[src/rtl/cic3_pkg.sv]
// Shared definitions for the CIC3 filter-row readout block.
// Holds row defaults, the output channel-index width and the output FSM states.
// No logic of its own; imported by every file of the block.
package cic3_pkg;

    localparam int NUM_CHANNELS_DEF = 24;
    localparam int WORD_WIDTH_DEF   = 16;
    localparam int CHAN_IDX_W       = 5;

    typedef enum logic {
        ST_IDLE = 1'b0,
        ST_SEND = 1'b1
    } rd_state_t;

endpackage

[src/rtl/cic3_ser2par.sv]
// Parallel serial-to-parallel converter for a row of MSB-first filter outputs, sharing one bit counter.
// Latency: the full word is presented combinationally during the LSB cycle, together with word_done_o.
// No backpressure: the serial stream cannot be stalled; the consumer must take the word in the LSB cycle.
module cic3_ser2par #(
    parameter int NUM_CH = 24,
    parameter int WORD_W = 16
) (
    input  logic                           clk,
    input  logic                           reset,
    input  logic [NUM_CH-1:0]              filt_out_i,
    input  logic                           frame_start_i,
    output logic [NUM_CH-1:0][WORD_W-1:0]  word_o,
    output logic                           word_done_o,
    output logic                           sync_err_o
);

    localparam int             CW       = (WORD_W > 2) ? $clog2(WORD_W) : 1;
    localparam logic [CW-1:0]  LAST_BIT = CW'(WORD_W - 1);

    logic                          active_q, active_d;
    logic [CW-1:0]                 cnt_q, cnt_d;
    logic [NUM_CH-1:0][WORD_W-1:0] sr_q, sr_d;

    // Counter sequencing and per-channel shifting; frame_start always restarts at the MSB.
    always_comb begin
        active_d = active_q;
        cnt_d    = cnt_q;
        sr_d     = sr_q;
        if (frame_start_i) begin
            // A restart drops whatever partial word was in flight.
            active_d = 1'b1;
            cnt_d    = CW'(1);
            for (int ch = 0; ch < NUM_CH; ch++) begin
                sr_d[ch] = {{(WORD_W-1){1'b0}}, filt_out_i[ch]};
            end
        end else if (active_q) begin
            for (int ch = 0; ch < NUM_CH; ch++) begin
                sr_d[ch] = {sr_q[ch][WORD_W-2:0], filt_out_i[ch]};
            end
            if (cnt_q == LAST_BIT) begin
                active_d = 1'b0;
                cnt_d    = '0;
            end else begin
                cnt_d = cnt_q + CW'(1);
            end
        end
    end

    // In the LSB cycle the next-state shift value is the complete word, LSB included.
    assign word_o      = sr_d;
    assign word_done_o = active_q && (cnt_q == LAST_BIT) && !frame_start_i;
    assign sync_err_o  = frame_start_i && active_q;

    // Counter and shift-register state.
    always_ff @(posedge clk) begin
        if (reset) begin
            active_q <= 1'b0;
            cnt_q    <= '0;
            sr_q     <= '0;
        end else begin
            active_q <= active_d;
            cnt_q    <= cnt_d;
            sr_q     <= sr_d;
        end
    end

endmodule

[src/rtl/cic3_row_readout.sv]
// Deserializes a row of CIC3 filter outputs and streams the enabled words out one channel at a time.
// Latency: first out_valid one clk after the LSB cycle (frame_start at t -> out_valid at t+WORD_WIDTH).
// Backpressure: out_valid/out_ready; a frame completing while the bank is still draining is dropped (overflow).
module cic3_row_readout
    import cic3_pkg::*;
#(
    parameter int NUM_CHANNELS = NUM_CHANNELS_DEF,
    parameter int WORD_WIDTH   = WORD_WIDTH_DEF
) (
    input  logic                    clk,
    input  logic                    reset,
    input  logic [NUM_CHANNELS-1:0] filt_out,
    input  logic                    frame_start,
    input  logic [NUM_CHANNELS-1:0] chan_en,
    input  logic                    clear_status,
    output logic                    out_valid,
    input  logic                    out_ready,
    output logic [WORD_WIDTH-1:0]   out_data,
    output logic [CHAN_IDX_W-1:0]   out_chan,
    output logic                    out_last,
    output logic                    overflow,
    output logic                    sync_err
);

    logic [NUM_CHANNELS-1:0][WORD_WIDTH-1:0] cap_words;
    logic                                    word_done;
    logic                                    sync_evt;

    cic3_ser2par #(
        .NUM_CH (NUM_CHANNELS),
        .WORD_W (WORD_WIDTH)
    ) u_ser2par (
        .clk           (clk),
        .reset         (reset),
        .filt_out_i    (filt_out),
        .frame_start_i (frame_start),
        .word_o        (cap_words),
        .word_done_o   (word_done),
        .sync_err_o    (sync_evt)
    );

    rd_state_t                               state_q, state_d;
    logic [NUM_CHANNELS-1:0][WORD_WIDTH-1:0] bank_q, bank_d;
    logic [NUM_CHANNELS-1:0]                 mask_q, mask_d;
    logic [CHAN_IDX_W-1:0]                   cur_q, cur_d;
    logic                                    overflow_q, overflow_d;
    logic                                    sync_err_q, sync_err_d;

    logic [CHAN_IDX_W-1:0] cap_first;
    logic [CHAN_IDX_W-1:0] nxt_idx;
    logic                  has_next;
    logic                  hs;
    logic                  freeing;
    logic                  bank_busy;
    logic                  capture;
    logic                  ovf_evt;

    // Lowest enabled channel of the incoming mask, and next enabled channel above the current one.
    always_comb begin
        cap_first = '0;
        nxt_idx   = '0;
        has_next  = 1'b0;
        for (int i = NUM_CHANNELS - 1; i >= 0; i--) begin
            if (chan_en[i]) begin
                cap_first = CHAN_IDX_W'(i);
            end
            if (mask_q[i] && (i > int'(cur_q))) begin
                nxt_idx  = CHAN_IDX_W'(i);
                has_next = 1'b1;
            end
        end
    end

    // The bank counts as free in the cycle its final word is accepted, so a coincident capture is taken.
    assign hs        = (state_q == ST_SEND) && out_ready;
    assign freeing   = hs && !has_next;
    assign bank_busy = (state_q == ST_SEND) && !freeing;
    assign capture   = word_done && (|chan_en) && !bank_busy;
    assign ovf_evt   = word_done && bank_busy;

    // Output FSM next state: load bank on capture, step through enabled channels on each handshake.
    always_comb begin
        state_d = state_q;
        bank_d  = bank_q;
        mask_d  = mask_q;
        cur_d   = cur_q;
        if (capture) begin
            state_d = ST_SEND;
            bank_d  = cap_words;
            mask_d  = chan_en;
            cur_d   = cap_first;
        end else if (freeing) begin
            state_d = ST_IDLE;
            mask_d  = '0;
            cur_d   = '0;
        end else if (hs) begin
            cur_d = nxt_idx;
        end
    end

    // Sticky flags: a set event in the same cycle as clear_status keeps the flag set.
    always_comb begin
        overflow_d = overflow_q;
        sync_err_d = sync_err_q;
        if (clear_status) begin
            overflow_d = 1'b0;
            sync_err_d = 1'b0;
        end
        if (ovf_evt) begin
            overflow_d = 1'b1;
        end
        if (sync_evt) begin
            sync_err_d = 1'b1;
        end
    end

    // State, bank and flag registers.
    always_ff @(posedge clk) begin
        if (reset) begin
            state_q    <= ST_IDLE;
            bank_q     <= '0;
            mask_q     <= '0;
            cur_q      <= '0;
            overflow_q <= 1'b0;
            sync_err_q <= 1'b0;
        end else begin
            state_q    <= state_d;
            bank_q     <= bank_d;
            mask_q     <= mask_d;
            cur_q      <= cur_d;
            overflow_q <= overflow_d;
            sync_err_q <= sync_err_d;
        end
    end

    // Output drive; word fields are forced to zero whenever nothing is offered.
    always_comb begin
        out_valid = (state_q == ST_SEND);
        out_data  = '0;
        out_chan  = '0;
        out_last  = 1'b0;
        if (state_q == ST_SEND) begin
            out_data = bank_q[cur_q];
            out_chan = cur_q;
            out_last = !has_next;
        end
    end

    assign overflow = overflow_q;
    assign sync_err = sync_err_q;

endmodule

[config.mk]
export PLATFORM = sky130hd
export DESIGN_NAME = cic3_row_readout
export DESIGN_NICKNAME = d
export VERILOG_FILES = /design/src/rtl/cic3_pkg.sv /design/src/rtl/cic3_ser2par.sv /design/src/rtl/cic3_row_readout.sv
export SDC_FILE = /design/constraint.sdc
export NUM_CORES = 1
export LEC_CHECK = 0
export BUFFER_PORTS_ARGS = -buffer_cell sky130_fd_sc_hd__clkbuf_2
export CORE_MARGIN = 2
export CORE_UTILIZATION = 50
export DETAILED_ROUTE_END_ITERATION = 6
export PLACE_DENSITY = 0.66
export SYNTH_ARGS = -nofsm -noshare
export SYNTH_HDL_FRONTEND = slang
export SYNTH_SLANG_ARGS = --single-unit
[constraint.sdc]
create_clock -name clk -period 4.75 [get_ports clk]
set_input_delay 0.95 -clock clk [delete_from_list [all_inputs] [get_ports clk]]
set_output_delay 0.95 -clock clk [all_outputs]
set_load 0.01 [all_outputs]
; Word level (Yosys, flattened, before mapping)
; Cells that the tools add are included.
[op_classes]
addsub = 1
order_cmp = 24
eq_ne = 1
muxes = 93
reduce_logical = 43
[op_table]
columns = op, count
row1 = 384-bit two-way mux, 2
row2 = 5-bit two-way mux, 51
row3 = 16-bit binary-select mux with 5-bit select, 1
row4 = 24-bit two-way mux, 2
row5 = 4-bit by 5-bit greater-than comparator with 1-bit output (first input constant), 8
row6 = 5-bit greater-than comparator (first input constant), 8
row7 = 1-bit two-way mux, 34
row8 = 1-bit logical AND, 32
row9 = 16-bit two-way mux, 2
row10 = 24-bit OR reduction, 1
row11 = 3-bit by 5-bit greater-than comparator with 1-bit output (first input constant), 4
row12 = 2-bit by 5-bit greater-than comparator with 1-bit output (first input constant), 2
row13 = 2-bit nonzero test, 4
row14 = 5-bit by 6-bit < comparator with 1-bit output (second input constant), 1
row15 = 1-bit by 5-bit greater-than comparator with 1-bit output (first input constant), 1
row16 = 4-bit by 1-bit adder with 4-bit output (second input constant), 1
row17 = 4-bit equality test (second input constant), 1
row18 = 1-bit logical NOT, 4
row19 = 4-bit two-way mux, 1
row20 = 3-bit nonzero test, 1
row21 = 2-bit OR reduction, 1
[totals]
reg_bits = 805
input_bits = 53
elab_cells = 218

; Logic depth before layout (Yosys ltp)
[depth]
ltp_word = 32
mapped_depth = 13
depth_no_buf = 8

; Modules after synthesis
; Synthesis repeated with hierarchy kept, for this count alone.
[hier_totals]
cells_unflattened = 3933
area_unflattened_um2 = 36949.2
[by_module_without_submodules]
columns = module, n_inst, cells_per_inst, area_each_um2, seq_area_each_um2
row1 = cic3_row_readout, 1, 2228, 20778.7, 8308.0
row2 = cic3_ser2par, 1, 1705, 16170.5, 7787.5

; Worst setup path after synthesis
; OpenSTA, ideal clock, no wires.
[synth_path]
path_kind = flip-flop to output port
startpoint = register cur_q[0]
endpoint = output port out_data[0]
t_arrival_ns = 2.362
required_time_ns = 3.800
path_slack_ns = 1.438
stages_incl_launch_ff = 8
n_path_buf = 3
cell_sequence = dfxtp_1 > buf_2 > buf_4 > buf_1 > mux4_2 > mux4_2 > a21oi_1 > nor2_1
[synth_between]
elab_chain_len = 3
[synth_rtl]
columns = item, line_no
row1 = start: declaration, cic3_row_readout.sv:45  ; logic [CHAN_IDX_W-1:0] cur_q, cur_d;
row2 = start signal: assignment, cic3_row_readout.sv:130  ; cur_q <= cur_d;
row3 = 16-bit binary-select mux with 5-bit select, cic3_row_readout.sv:143  ; out_data = bank_q[cur_q];
row4 = 16-bit two-way mux (not written as such), cic3_row_readout.sv:143
row5 = 16-bit two-way mux, cic3_row_readout.sv:142  ; if (state_q == ST_SEND) begin
row6 = end: declaration, cic3_row_readout.sv:18  ; output logic [WORD_WIDTH-1:0] out_data,
; No other way between the ends. The select of a mux whose other input is x is not followed.

; Final worst setup path
[layout_path]
startpoint = register cur_q[0]
endpoint = output port out_data[5]
; Same word-level chain as after synthesis.

==> flow_metrics.py <==
metrics = {
    "run_status": {
        "outcome": "finished, final reports clean",
    },
    "yosys": {
        "synth_top_area_share_pct": 46.23,
        "yosys-top-cells-area": "dfxtp_1 46%, mux2i_1 12%, or4_1 7.8%, mux4_2 7.2%, a21oi_1 6.0%",
        "yosysWarnings": 0,
        "synth_edf_count": 0,
        "synth_area_per_cell_sq_um": 9.757,
        "ys_types": 60,
        "ys_ff_latch": 804,
        "async_flop_share_pct": 0,
        "netlist_instances": 3568,
        "yosys.area.top_type": "dfxtp_1",
        "syn-num-nets": 3622,
        "syn_area_sq_um": 34810,
        "seq_area_frac_synth_pct": 46.23,
        "synth_ff_type": "dfxtp_1",
    },
    "power_and_ir_drop": {
        "powerDensity_nw_per_um2": 373.1,
        "p_leak_nw": 12.36,
        "peakVddDrop_uv": 234.8,
    },
    "job": {
        "drv_cap": 0,
    },
    "timing": {
        "fin_crit_ns": 4.467,
        "setup_viol": 0,
        "max_slew_margin_pct": 14.73,
        "maxSlewViolCount": 0,
        "hold_violations": 0,
        "tightest_slew_ns": 1.279,
        "max_freq_ghz": 0.2239,
        "period_share_pct": 94.03,
        "hold-worst-slack_ns": 0.4738,
        "final.setup.tns_ns": 0,
        "rsz0062_at_grt": "false",
        "skew_ns": 0.02532,
    },
    "clock_tree": {
        "numCtsBuffers": 84,
        "insertion_delay_ns": 0.64,
        "clock-root-buffer": "clkbuf_16",
        "cts_tree": "built",
        "post_cts_resized": 0,
        "clockBufferDepth": 3,
        "ctsHoldBuffers": 0,
        "htreeDepth": 3,
        "postCtsSetupRepairBufs": 0,
        "path_clk_slew_ns": 0.06,
        "cts.sinks": 804,
    },
    "cells_and_area": {
        "final_area_sq_um": 38280,
        "final_core_util_pct": 55.71,
        "final_common_cell": "dfxtp_1",
        "area_growth_pct": 9.948,
        "drive_above_1_share_pct": 12.02,
        "most-common-layout-cells": "800 x dfxtp_1, 417 x a21oi_1, 402 x mux2i_1",
        "final_nets": 3419,
    },
    "drt": {
        "vias_per_cell": 6.310,
        "wirelength_microns": 90060,
        "dr_total_vias": 27510,
        "drc": 0,
        "routedWlPerCell_microns": 20.66,
        "final_antenna_net_count": 0,
        "first_iter_violations": 2847,
        "dr.pass1.iters": 6,
    },
    "grt": {
        "grt_max_degree": 210,
        "grt-ovfl-total": 0,
        "grt_pass1_vias": 26140,
        "grt.total_usage_pct": 24.62,
        "antenna_found_initial": 1,
        "grt_first_pass_wirelength_microns": 143200,
    },
    "floorplan": {
        "core_sq_um": 68710,
        "start_util_pct": 50.67,
        "die_area_sq_um": 71760,
        "num_rows": 96,
        "die_x_microns": 267.9,
        "io_pins": 78,
        "die_h_microns": 267.9,
    },
    "worst_setup_path": {
        "start_kind": "register",
        "end_kind": "output pin",
        "required_ns": 3.80,
        "crit_type": "reg -> out",
        "cp.arrival_ns": 3.52,
        "cp_max_fo": 41,
        "timing.rr.end": "bank_q[16]$_SDFFE_PP0P_",
        "r2r_slack_ns": 0.74,
        "ff2ff_path_depth": 8,
        "timing.rr.start": "cur_q[1]$_SDFFE_PP0P_",
    },
    "place": {
        "dpl.hpwl_microns": 56130,
        "place_congestion": 0.8270,
        "portBuffers": 77,
        "dpl_cell_area_sq_um": 35320,
    },
    "hold_path": {
        "holdPathStages": 2,
        "holdCritPathClass": "reg -> reg",
        "hp-start": "bank_q[364]$_SDFFE_PP0P_",
        "worstHoldEndpoint": "bank_q[364]$_SDFFE_PP0P_",
    },
}
## state kept, by name (all words and copies together), names as in the netlist
signal / cells
bank_q: 384
cur_q: 5
mask_q: 23
out_valid: 1
overflow: 1
sync_err: 1
u_ser2par.active_q: 1
u_ser2par.cnt_q: 4
u_ser2par.sr_q: 384
## worst max-delay path: stages, from the launching register on
cell and delay, ns:
dfxtp_4 0.89, buf_12 0.36, mux4_2 0.55, mux4_2 0.55
a21oi_1 0.27, nor2_1 0.07, clkbuf_2 0.17
## final cells by class
cell class | instances | area, sq um
Clock inverter | 26 | 450.4
Sequential cell | 804 | 16110
Antenna cell | 1 | 2.502
Inverter | 9 | 33.78
Timing Repair Buffer | 145 | 1204
Fill cell | 5963 | 30430
Tap cell | 931 | 1165
Multi-Input combinational cell | 2321 | 16810
Clock buffer | 123 | 2501
## power breakdown
group	switching, mW	internal (mW)
registers	0.0203	6.76
logic	0.371	0.156
clock network	2.76	4.21
total	3.15	11.1
## cell families (layout without fill, tap and decap cells)
logic type	Yosys count	in the layout	share of synthesized area (%)
flops	804	804	46.23
mux	514	514	18.80
simple gates	915	915	15.57
other cells	0	1	0
buf+inv	443	303	5.506
compound gates	890	890	13.83
xor+xnor	1	1	0.02516
fa+ha+maj	1	1	0.03593
## routing by layer
layer | up-vias | wire length, microns | track usage, %
li1 | 13050 | - | -
met1 | 13480 | 41060 | 34.91
met2 | 840 | 40050 | 37.17
met3 | 142 | 5702 | 4.160
met4 | 0 | 3254 | 10.37
met5 | - | 0 | 0
## cell usage after synthesis, types with 3 or more instances
library cell,count
mux2i_1,402
nor2b_1,5
mux4_2,112
a211oi_1,29
nor3_1,368
inv_1,8
nand2b_1,6
dfxtp_1,804
o31ai_1,3
and3_1,4
nand3_1,9
or3_1,4
buf_2,23
nand4_1,5
o31a_1,3
buf_6,27
clkbuf_1,353
buf_4,6
nor4_1,6
or2_2,3
o21ai_0,369
a32oi_1,24
a31oi_1,6
or4_1,363
o211a_1,3
nand2_1,19
a21oi_1,417
a311oi_1,4
and2_1,3
nor2_1,111
buf_1,25
o211ai_1,5
## per-stage QoR
step           instances  total power [mW]  setup slack (ns)
2_1_floorplan       3568             7.307             1.438
3_3_place_gp        4210             7.440            0.9205
3_5_place_dp        4210             7.449            0.7940
4_1_cts             4359             14.38            0.1949
5_1_grt             4359             14.70           0.08374
6_report            4360             14.28            0.2834
## worst max path at each step
stage / startpoint / to / slack, ns / cells past startpoint
after floorplan: cur_q[0]$_SDFFE_PP0P_ / out_data[0] / 1.44 / 7
after global placement: cur_q[0]$_SDFFE_PP0P_ / out_data[2] / 0.92 / 6
after detailed placement: cur_q[1]$_SDFFE_PP0P_ / bank_q[16]$_SDFFE_PP0P_ / 0.79 / 8
after CTS: cur_q[0]$_SDFFE_PP0P_ / out_data[2] / 0.19 / 6
after global routing: cur_q[4]$_SDFFE_PP0P_ / out_last / 0.08 / 6
final: cur_q[0]$_SDFFE_PP0P_ / out_data[5] / 0.28 / 6
Power figures use the tool's default switching activity.
